===== src/rtl/conv_dat_addr_gen.sv =====
// Feature-buffer read address sequencer for the convolution engine: walks
// chout > stripe > chin > ky > kx > pixel. Kernel dilation via CONV_DAT_DILATION_EN.
module conv_dat_addr_gen #(
    parameter int TOUT     = 8,
    parameter int W_H      = 12,
    parameter int W_W      = 12,
    parameter int W_CH     = 12,
    parameter int TIN_LOG2 = 3,
    parameter int W_K      = 4,
    parameter int W_S      = 3,
    parameter int W_P      = 3,
    parameter int RD_LAT   = 3,
    localparam int LOG2_TOUT = $clog2(TOUT)
) (
    input  logic                        clk,
    input  logic                        rst_n,
    input  logic                        start,
    input  logic                        abort,
    input  logic [W_P-1:0]              pad_up,
    input  logic [W_P-1:0]              pad_left,
    input  logic [W_S-1:0]              Sx,
    input  logic [W_S-1:0]              Sy,
    input  logic [W_K-1:0]              Kx,
    input  logic [W_K-1:0]              Ky,
`ifdef CONV_DAT_DILATION_EN
    input  logic [W_K-1:0]              Dx,
    input  logic [W_K-1:0]              Dy,
`endif
    input  logic [W_H-1:0]              Hin,
    input  logic [W_W-1:0]              Win,
    input  logic [W_H-1:0]              Hout,
    input  logic [W_W-1:0]              Wout,
    input  logic [W_H+W_W-1:0]          Hout_x_Wout,
    input  logic [W_CH-TIN_LOG2-1:0]    CHin_div_Tin,
    input  logic [W_CH-LOG2_TOUT-1:0]   CHout_div_Tout,
    output logic                        busy,
    output logic                        done,
    output logic                        feature_vld,
    input  logic                        feature_rdy,
    output logic [W_H:0]                feature_hin,
    output logic [W_W:0]                feature_win,
    output logic [W_CH-1:0]             feature_chin,
    output logic                        feature_pad,
    output logic                        chinkykx_max_comb,
    output logic                        wout_loop_end_comb,
    output logic                        chinkykx_max,
    output logic                        wout_loop_start,
    output logic                        wout_loop_end,
    output logic                        chinkykxwout_loop_end
);

    localparam int HWW = W_H + W_W;
    localparam int NSW = HWW - LOG2_TOUT;
    localparam int CIW = W_CH - TIN_LOG2;
    localparam int COW = W_CH - LOG2_TOUT;
    localparam int AWH = W_H + W_S + 2*W_K + 2;
    localparam int AWW = W_W + W_S + 2*W_K + 2;

    typedef enum logic {S_IDLE, S_RUN} state_t;
    state_t state_q;

    logic                 done_q;
    logic [W_P-1:0]       pad_up_q, pad_left_q;
    logic [W_S-1:0]       sx_q, sy_q;
    logic [W_K-1:0]       kx_n_q, ky_n_q;
    logic [W_H-1:0]       hin_n_q, hout_q;
    logic [W_W-1:0]       win_n_q, wout_q;
    logic [CIW-1:0]       chin_n_q;
    logic [COW-1:0]       chout_n_q;
    logic [NSW-1:0]       ns_m1_q;
    logic [LOG2_TOUT-1:0] last_m1_q;

    logic [LOG2_TOUT-1:0] pp_q;
    logic [W_K-1:0]       kx_q, ky_q;
    logic [CIW-1:0]       chin_q;
    logic [NSW-1:0]       p_q;
    logic [COW-1:0]       chout_q;
    logic [W_W-1:0]       w_q, rw_q, w_inc_d;
    logic [W_H-1:0]       h_q, rh_q, h_inc_d;

    logic                 hs, pp_last, kx_last, ky_last, chin_last, p_last, chout_last, ckm;
    logic                 zero_cfg;
    logic [HWW-1:0]       hw_m1;
    logic [LOG2_TOUT-1:0] pp_max;
    logic [3:0]           sb_comb;
    logic [3:0]           pipe_q [RD_LAT];

    assign busy = (state_q == S_RUN);
    assign done = done_q;
    assign hs   = busy & feature_rdy;

    assign zero_cfg = (Kx == '0) | (Ky == '0) | (CHin_div_Tin == '0) |
                      (CHout_div_Tout == '0) | (Hout_x_Wout == '0);
    assign hw_m1    = Hout_x_Wout - HWW'(1);

    assign pp_max     = (p_q == ns_m1_q) ? last_m1_q : LOG2_TOUT'(TOUT - 1);
    assign pp_last    = (pp_q == pp_max);
    assign kx_last    = (kx_q == kx_n_q - W_K'(1));
    assign ky_last    = (ky_q == ky_n_q - W_K'(1));
    assign chin_last  = (chin_q == chin_n_q - CIW'(1));
    assign p_last     = (p_q == ns_m1_q);
    assign chout_last = (chout_q == chout_n_q - COW'(1));
    assign ckm        = kx_last & ky_last & chin_last;

    // Row-major successor of (w, h); h wraps only past the final pixel of the map.
    always_comb begin
        w_inc_d = w_q + W_W'(1);
        h_inc_d = h_q;
        if (w_q == wout_q - W_W'(1)) begin
            w_inc_d = '0;
            h_inc_d = (h_q == hout_q - W_H'(1)) ? '0 : h_q + W_H'(1);
        end
    end

    always_ff @(posedge clk or negedge rst_n) begin
        if (!rst_n) begin
            state_q    <= S_IDLE;
            done_q     <= 1'b0;
            pad_up_q   <= '0;
            pad_left_q <= '0;
            sx_q       <= '0;
            sy_q       <= '0;
            kx_n_q     <= '0;
            ky_n_q     <= '0;
            hin_n_q    <= '0;
            win_n_q    <= '0;
            hout_q     <= '0;
            wout_q     <= '0;
            chin_n_q   <= '0;
            chout_n_q  <= '0;
            ns_m1_q    <= '0;
            last_m1_q  <= '0;
            pp_q       <= '0;
            kx_q       <= '0;
            ky_q       <= '0;
            chin_q     <= '0;
            p_q        <= '0;
            chout_q    <= '0;
            w_q        <= '0;
            h_q        <= '0;
            rw_q       <= '0;
            rh_q       <= '0;
        end else begin
            done_q <= 1'b0;
            case (state_q)
                S_IDLE: begin
                    if (start) begin
                        pad_up_q   <= pad_up;
                        pad_left_q <= pad_left;
                        sx_q       <= Sx;
                        sy_q       <= Sy;
                        kx_n_q     <= Kx;
                        ky_n_q     <= Ky;
                        hin_n_q    <= Hin;
                        win_n_q    <= Win;
                        hout_q     <= Hout;
                        wout_q     <= Wout;
                        chin_n_q   <= CHin_div_Tin;
                        chout_n_q  <= CHout_div_Tout;
                        ns_m1_q    <= hw_m1[HWW-1:LOG2_TOUT];
                        last_m1_q  <= hw_m1[LOG2_TOUT-1:0];
                        if (zero_cfg) done_q  <= 1'b1;
                        else          state_q <= S_RUN;
                    end
                end
                S_RUN: begin
                    if (abort) begin
                        state_q <= S_IDLE;
                        pp_q    <= '0;
                        kx_q    <= '0;
                        ky_q    <= '0;
                        chin_q  <= '0;
                        p_q     <= '0;
                        chout_q <= '0;
                        w_q     <= '0;
                        h_q     <= '0;
                        rw_q    <= '0;
                        rh_q    <= '0;
                    end else if (feature_rdy) begin
                        if (!pp_last) begin
                            pp_q <= pp_q + LOG2_TOUT'(1);
                            w_q  <= w_inc_d;
                            h_q  <= h_inc_d;
                        end else begin
                            pp_q <= '0;
                            if (!ckm) begin
                                w_q <= rw_q;
                                h_q <= rh_q;
                            end else if (!p_last) begin
                                w_q  <= w_inc_d;
                                h_q  <= h_inc_d;
                                rw_q <= w_inc_d;
                                rh_q <= h_inc_d;
                            end else begin
                                w_q  <= '0;
                                h_q  <= '0;
                                rw_q <= '0;
                                rh_q <= '0;
                            end
                            if (!kx_last) kx_q <= kx_q + W_K'(1);
                            else begin
                                kx_q <= '0;
                                if (!ky_last) ky_q <= ky_q + W_K'(1);
                                else begin
                                    ky_q <= '0;
                                    if (!chin_last) chin_q <= chin_q + CIW'(1);
                                    else begin
                                        chin_q <= '0;
                                        if (!p_last) p_q <= p_q + NSW'(1);
                                        else begin
                                            p_q <= '0;
                                            if (!chout_last) chout_q <= chout_q + COW'(1);
                                            else begin
                                                chout_q <= '0;
                                                state_q <= S_IDLE;
                                                done_q  <= 1'b1;
                                            end
                                        end
                                    end
                                end
                            end
                        end
                    end
                end
                default: state_q <= S_IDLE;
            endcase
        end
    end

    logic [AWH-1:0]        ky_term;
    logic [AWW-1:0]        kx_term;
    logic signed [AWH-1:0] hin_full, hin_lim;
    logic signed [AWW-1:0] win_full, win_lim;

`ifdef CONV_DAT_DILATION_EN
    logic [W_K-1:0] dx_q, dy_q, dx_eff, dy_eff;

    always_ff @(posedge clk or negedge rst_n) begin
        if (!rst_n) begin
            dx_q <= '0;
            dy_q <= '0;
        end else if (start && !busy) begin
            dx_q <= Dx;
            dy_q <= Dy;
        end
    end

    assign dx_eff  = (dx_q == '0) ? W_K'(1) : dx_q;
    assign dy_eff  = (dy_q == '0) ? W_K'(1) : dy_q;
    assign ky_term = AWH'(ky_q) * AWH'(dy_eff);
    assign kx_term = AWW'(kx_q) * AWW'(dx_eff);
`else
    assign ky_term = AWH'(ky_q);
    assign kx_term = AWW'(kx_q);
`endif

    assign hin_full = AWH'(h_q) * AWH'(sy_q) + ky_term - AWH'(pad_up_q);
    assign win_full = AWW'(w_q) * AWW'(sx_q) + kx_term - AWW'(pad_left_q);
    assign hin_lim  = AWH'(hin_n_q);
    assign win_lim  = AWW'(win_n_q);

    assign feature_vld  = busy;
    assign feature_hin  = busy ? hin_full[W_H:0] : '0;
    assign feature_win  = busy ? win_full[W_W:0] : '0;
    assign feature_chin = busy ? W_CH'(chin_q) : '0;
    assign feature_pad  = busy & ((hin_full < 0) | (hin_full >= hin_lim) |
                                  (win_full < 0) | (win_full >= win_lim));

    assign chinkykx_max_comb  = busy & ckm;
    assign wout_loop_end_comb = hs & pp_last;
    assign sb_comb = {chinkykx_max_comb, hs & (pp_q == '0), wout_loop_end_comb,
                      wout_loop_end_comb & ckm};

    // Sideband delay line tracks buffer read latency, free-running regardless of rdy.
    always_ff @(posedge clk or negedge rst_n) begin
        if (!rst_n) begin
            for (int unsigned i = 0; i < RD_LAT; i++) pipe_q[i] <= '0;
        end else if (busy && abort) begin
            for (int unsigned i = 0; i < RD_LAT; i++) pipe_q[i] <= '0;
        end else begin
            pipe_q[0] <= sb_comb;
            for (int unsigned i = 1; i < RD_LAT; i++) pipe_q[i] <= pipe_q[i-1];
        end
    end

    assign chinkykx_max          = pipe_q[RD_LAT-1][3];
    assign wout_loop_start       = pipe_q[RD_LAT-1][2];
    assign wout_loop_end         = pipe_q[RD_LAT-1][1];
    assign chinkykxwout_loop_end = pipe_q[RD_LAT-1][0];

endmodule


===== config.mk =====
export PLATFORM = sky130hd
export DESIGN_NAME = conv_dat_addr_gen
export DESIGN_NICKNAME = d
export VERILOG_FILES = /design/src/rtl/conv_dat_addr_gen.sv
export SDC_FILE = /design/constraint.sdc
export NUM_CORES = 1
export LEC_CHECK = 0
export BUFFER_PORTS_ARGS = -buffer_cell sky130_fd_sc_hd__buf_2
export CAP_MARGIN = 20
export CORE_MARGIN = 4
export CORE_UTILIZATION = 35
export CTS_CLUSTER_SIZE = 14
export DETAILED_ROUTE_END_ITERATION = 10
export PLACE_DENSITY_LB_ADDON = 0.05
export SLEW_MARGIN = 20
export SYNTH_ARGS = -nofsm -noshare
export SYNTH_HDL_FRONTEND = slang
export SYNTH_SLANG_ARGS = --single-unit

===== constraint.sdc =====
create_clock -name clk -period 7.6 [get_ports clk]
set_clock_uncertainty 0.05 [all_clocks]
set_input_delay 1.14 -clock clk [delete_from_list [all_inputs] [get_ports clk]]
set_output_delay 1.14 -clock clk [all_outputs]
set_load 0.005 [all_outputs]

==> impl_metrics.tcl <==
set metrics [dict create \
    status "complete, no violations" \
    synthFlopType "dfrtp_1" \
    numCtsBuffers 30 \
    first_global_vias 14200 \
    ctsHoldBuffers 0 \
    finalSetupTns_ns 0 \
    max_slew.worst_pin.slew_ns 1.07 \
    syn_inst 2005 \
    drt-pass1-iter-count 5 \
    setup_viol 0 \
    max_slew_margin 0.282 \
    worstPathCellList "nand2_1 > fa_1 > inv_1 > fa_1 > inv_1 > fa_2 > inv_1 > ha_1 > a211oi_2 > o21ai_2 > a31oi_2 > o21bai_1 > a21oi_1 > xnor2_1 > ha_1 > a211oi_2 > nand2_1 > o221ai_2 > nand4_1 > or4_1 > o41a_1 > buf_2" \
    grt_pass1_wl_um 79600 \
    h-tree-depth 1 \
    critPathArrivalTime_ns 6.08 \
    synth_cell_types 80 \
    setup.worst_path.end_class "output port" \
    ir_worst_vdd_mv 0.187 \
    die_h_um 226 \
    grt_overflow 0 \
    die_w_um 226 \
    hp-class "reg2reg" \
    cts.clk_slew.worst_paths_ns 0.06 \
    drive_above_1_share 0.135 \
    rows 79 \
    hold_start "pipe_q[11]" \
    wl_um 49600 \
    drc 0 \
    via_count 14300 \
    syn_avg_cell_area_sq_um 8.29 \
    cts.sinks 222 \
    yosys_warnings 0 \
    clk_latency_ns 0.58 \
    max_freq_ghz 0.138 \
    critPathKind "reg2out" \
    ys_seq_area_frac 0.334 \
    postSynth.asyncResetShare 1.00 \
    io_buffers 159 \
    diodes 0 \
    ios 163 \
    synth-edff-count 0 \
    cap_violations 0 \
    start_util 0.356 \
    hold_violations 0 \
    cp-start-kind "register" \
    area_growth_syn_to_layout_pct 15.5 \
    place_hpwl_um 36400 \
    coreArea_sq_mm 0.0468 \
    cp-startpoint "w_q[0]" \
    ant_nets 0 \
    fin_nets 2395 \
    fillers 4789 \
    root_buffer "clkbuf_16" \
    drt-initial-drc-count 998 \
    max_stage_delay_ns 0.58 \
    finalCritPeriodShare 0.957 \
    ys_ff_latch 222 \
    viasPerCell 5.21 \
    dieArea_sq_mm 0.0511 \
    cts_tree "done" \
    crit_required_ns 6.41 \
    drv_slew 0 \
    cp_max_fo 6 \
    wire_per_inst_um 18.0 \
    fin_crit_ns 7.27 \
    grt_max_degree 122 \
    crit_slowest_cell "fa_2" \
    cts.path.max_buffers 3 \
    p_leak_nw 8.62 \
    crit_top_cell "inv_1" \
    fin_area_sq_mm 0.0192 \
    place_congestion 0.808 \
    power_density_mw_per_mm2 276 \
    gr-usage-all-layers 0.192 \
    dpl_cell_area_sq_mm 0.0180 \
    antenna_found_initial 0 \
    crit-reg2reg-launch "p_q[4]" \
    syn_area_sq_mm 0.0166 \
]
## layout make-up
class / count / area (sq um) / area share
multi-input cells: 1527 / 10200 / 0.531
flip-flops and latches: 222 / 5560 / 0.290
repair buffers: 192 / 1070 / 0.0557
clock buffers: 41 / 842 / 0.0439
well taps: 607 / 759 / 0.0396
inverters: 151 / 567 / 0.0295
clock inverters: 15 / 211 / 0.0110
## Yosys cell counts (4+ instances only)
| cell | count | area share |
|---|---|---|
| nand3_1 | 61 | 0.018 |
| inv_1 | 150 | 0.034 |
| nor2_1 | 121 | 0.027 |
| nor3_1 | 48 | 0.014 |
| nor2b_1 | 15 | 0.0056 |
| a221o_1 | 4 | 0.0024 |
| o41ai_1 | 16 | 0.0084 |
| o2111ai_1 | 4 | 0.0021 |
| o2bb2ai_1 | 12 | 0.0063 |
| nand2_1 | 342 | 0.077 |
| a21oi_1 | 46 | 0.014 |
| clkbuf_1 | 97 | 0.022 |
| and3_1 | 27 | 0.010 |
| dfrtp_1 | 222 | 0.33 |
| o221ai_1 | 6 | 0.0032 |
| o211ai_1 | 11 | 0.0050 |
| buf_4 | 4 | 0.0018 |
| a21o_1 | 8 | 0.0036 |
| a31oi_1 | 10 | 0.0038 |
| mux2i_1 | 8 | 0.0048 |
| nand4_1 | 29 | 0.011 |
| nand3b_1 | 6 | 0.0027 |
| nor3b_1 | 6 | 0.0027 |
| o21ai_0 | 139 | 0.042 |
| nand2b_1 | 15 | 0.0056 |
| a211oi_1 | 9 | 0.0041 |
| ha_1 | 124 | 0.093 |
| fa_1 | 32 | 0.039 |
| nor4_1 | 26 | 0.0098 |
| o21a_1 | 11 | 0.0050 |
| xor2_1 | 41 | 0.022 |
| a32oi_1 | 10 | 0.0053 |
| a31o_2 | 4 | 0.0021 |
| or4_1 | 8 | 0.0036 |
| a22oi_1 | 7 | 0.0032 |
| buf_1 | 4 | 0.00090 |
| or3_1 | 17 | 0.0064 |
| and2_1 | 79 | 0.030 |
| xnor2_1 | 93 | 0.049 |
| o31ai_1 | 57 | 0.026 |
| or2_2 | 6 | 0.0023 |
| and4_1 | 6 | 0.0032 |
## flip-flops by register name (all words and copies together) (netlist names), 8 cells and up
name	cells
ns_m1_q	21
p_q	21
h_q	12
hin_n_q	12
hout_q	12
rh_q	12
rw_q	12
w_q	12
win_n_q	12
wout_q	12
chin_n_q	9
chin_q	9
chout_n_q	9
chout_q	9
pipe_q	8
## per-layer routing
metal / up-vias / global-route usage / share of wire
met5: - / 0 / 0
met4: 0 / 0.0360 / 0.014
met3: 52 / 0.0239 / 0.042
met2: 283 / 0.297 / 0.44
met1: 6834 / 0.291 / 0.50
li1: 7176 / - / -
## layout by cell type, fill, tap and decap left out, types with 27 or more instances in the layout
master,synthesis,routed
a21oi_1,46,46
and2_1,79,79
and3_1,27,27
buf_2,1,158
buf_4,4,31
clkbuf_16,0,30
dfrtp_1,222,218
fa_1,32,30
ha_1,124,123
inv_1,150,150
nand2_1,342,341
nand3_1,61,61
nand4_1,29,29
nor2_1,121,120
nor3_1,48,48
o21ai_0,139,135
o31ai_1,57,57
xnor2_1,93,93
xor2_1,41,41
## final timing paths
path,to,slack [ns],cells past startpoint
max reg2reg,chout_q[6],2.67,9
max in group asynchronous,h_q[1],5.74,2
min,pipe_q[7],0.39,1
min in group asynchronous,chout_n_q[0],0.55,1
min reg2reg,pipe_q[7],0.39,1
max,feature_pad,0.33,22
## report_power, final
| group | leakage, nW | switching (mW) | internal [mW] | total, mW |
|---|---|---|---|---|
| Sequential | 2.89 | 0.201 | 1.35 | 1.55 |
| Combinational | 5.23 | 1.27 | 0.979 | 2.25 |
| Clock | 0.501 | 0.594 | 0.914 | 1.51 |
## cells by family (layout without fill, tap and decap cells)
group | count (synthesis) | after routing | synth area share
flip-flops | 222 | 222 | 0.334
other | 1 | 3 | 0.000225
adder cells (fa/ha/maj) | 156 | 156 | 0.132
buffers and inverters | 258 | 399 | 0.0597
multiplexers | 8 | 8 | 0.00482
XOR/XNOR | 134 | 134 | 0.0706
AND/OR/NAND/NOR | 833 | 833 | 0.242
AO/OA/AOI/OAI | 393 | 393 | 0.157
## worst max-delay path, delay by kind of cell, from the launching register on
kind / cells / cell delay (ns)
AOI/OAI and AO/OA: 8 / 1.65
xor gates and xnor gates: 1 / 0.16
adders and majority gates: 5 / 2.23
buffers and inverters: 4 / 0.30
DFF: 1 / 0.41
and+or+nand+nor: 4 / 0.76
## through the flow
| stage | total power [mW] | hold WS, ns | worst slack (ns) | std cells | utilization |
|---|---|---|---|---|---|
| 5_1_grt | 5.72 | 0.404 | -0.0470 | 2755 | 0.411 |
| 2_1_floorplan | 3.00 | 0.378 | 1.00 | 2007 | - |
| 3_5_place_dp | 3.70 | 0.382 | 0.342 | 2687 | 0.385 |
| 4_1_cts | 5.27 | 0.397 | 0.0394 | 2743 | 0.407 |
| 6_report | 5.31 | 0.394 | 0.328 | 2755 | 0.411 |
| 3_3_place_gp | 3.67 | 0.384 | 0.452 | 2687 | 0.385 |
## timing repair
item	4_1_cts	5_1_grt
buffers inserted	0	12
pin swaps	1	18
endpoints found under the setup margin	1	1
gates resized for setup	6	17
Power figures use the tool's default switching activity.
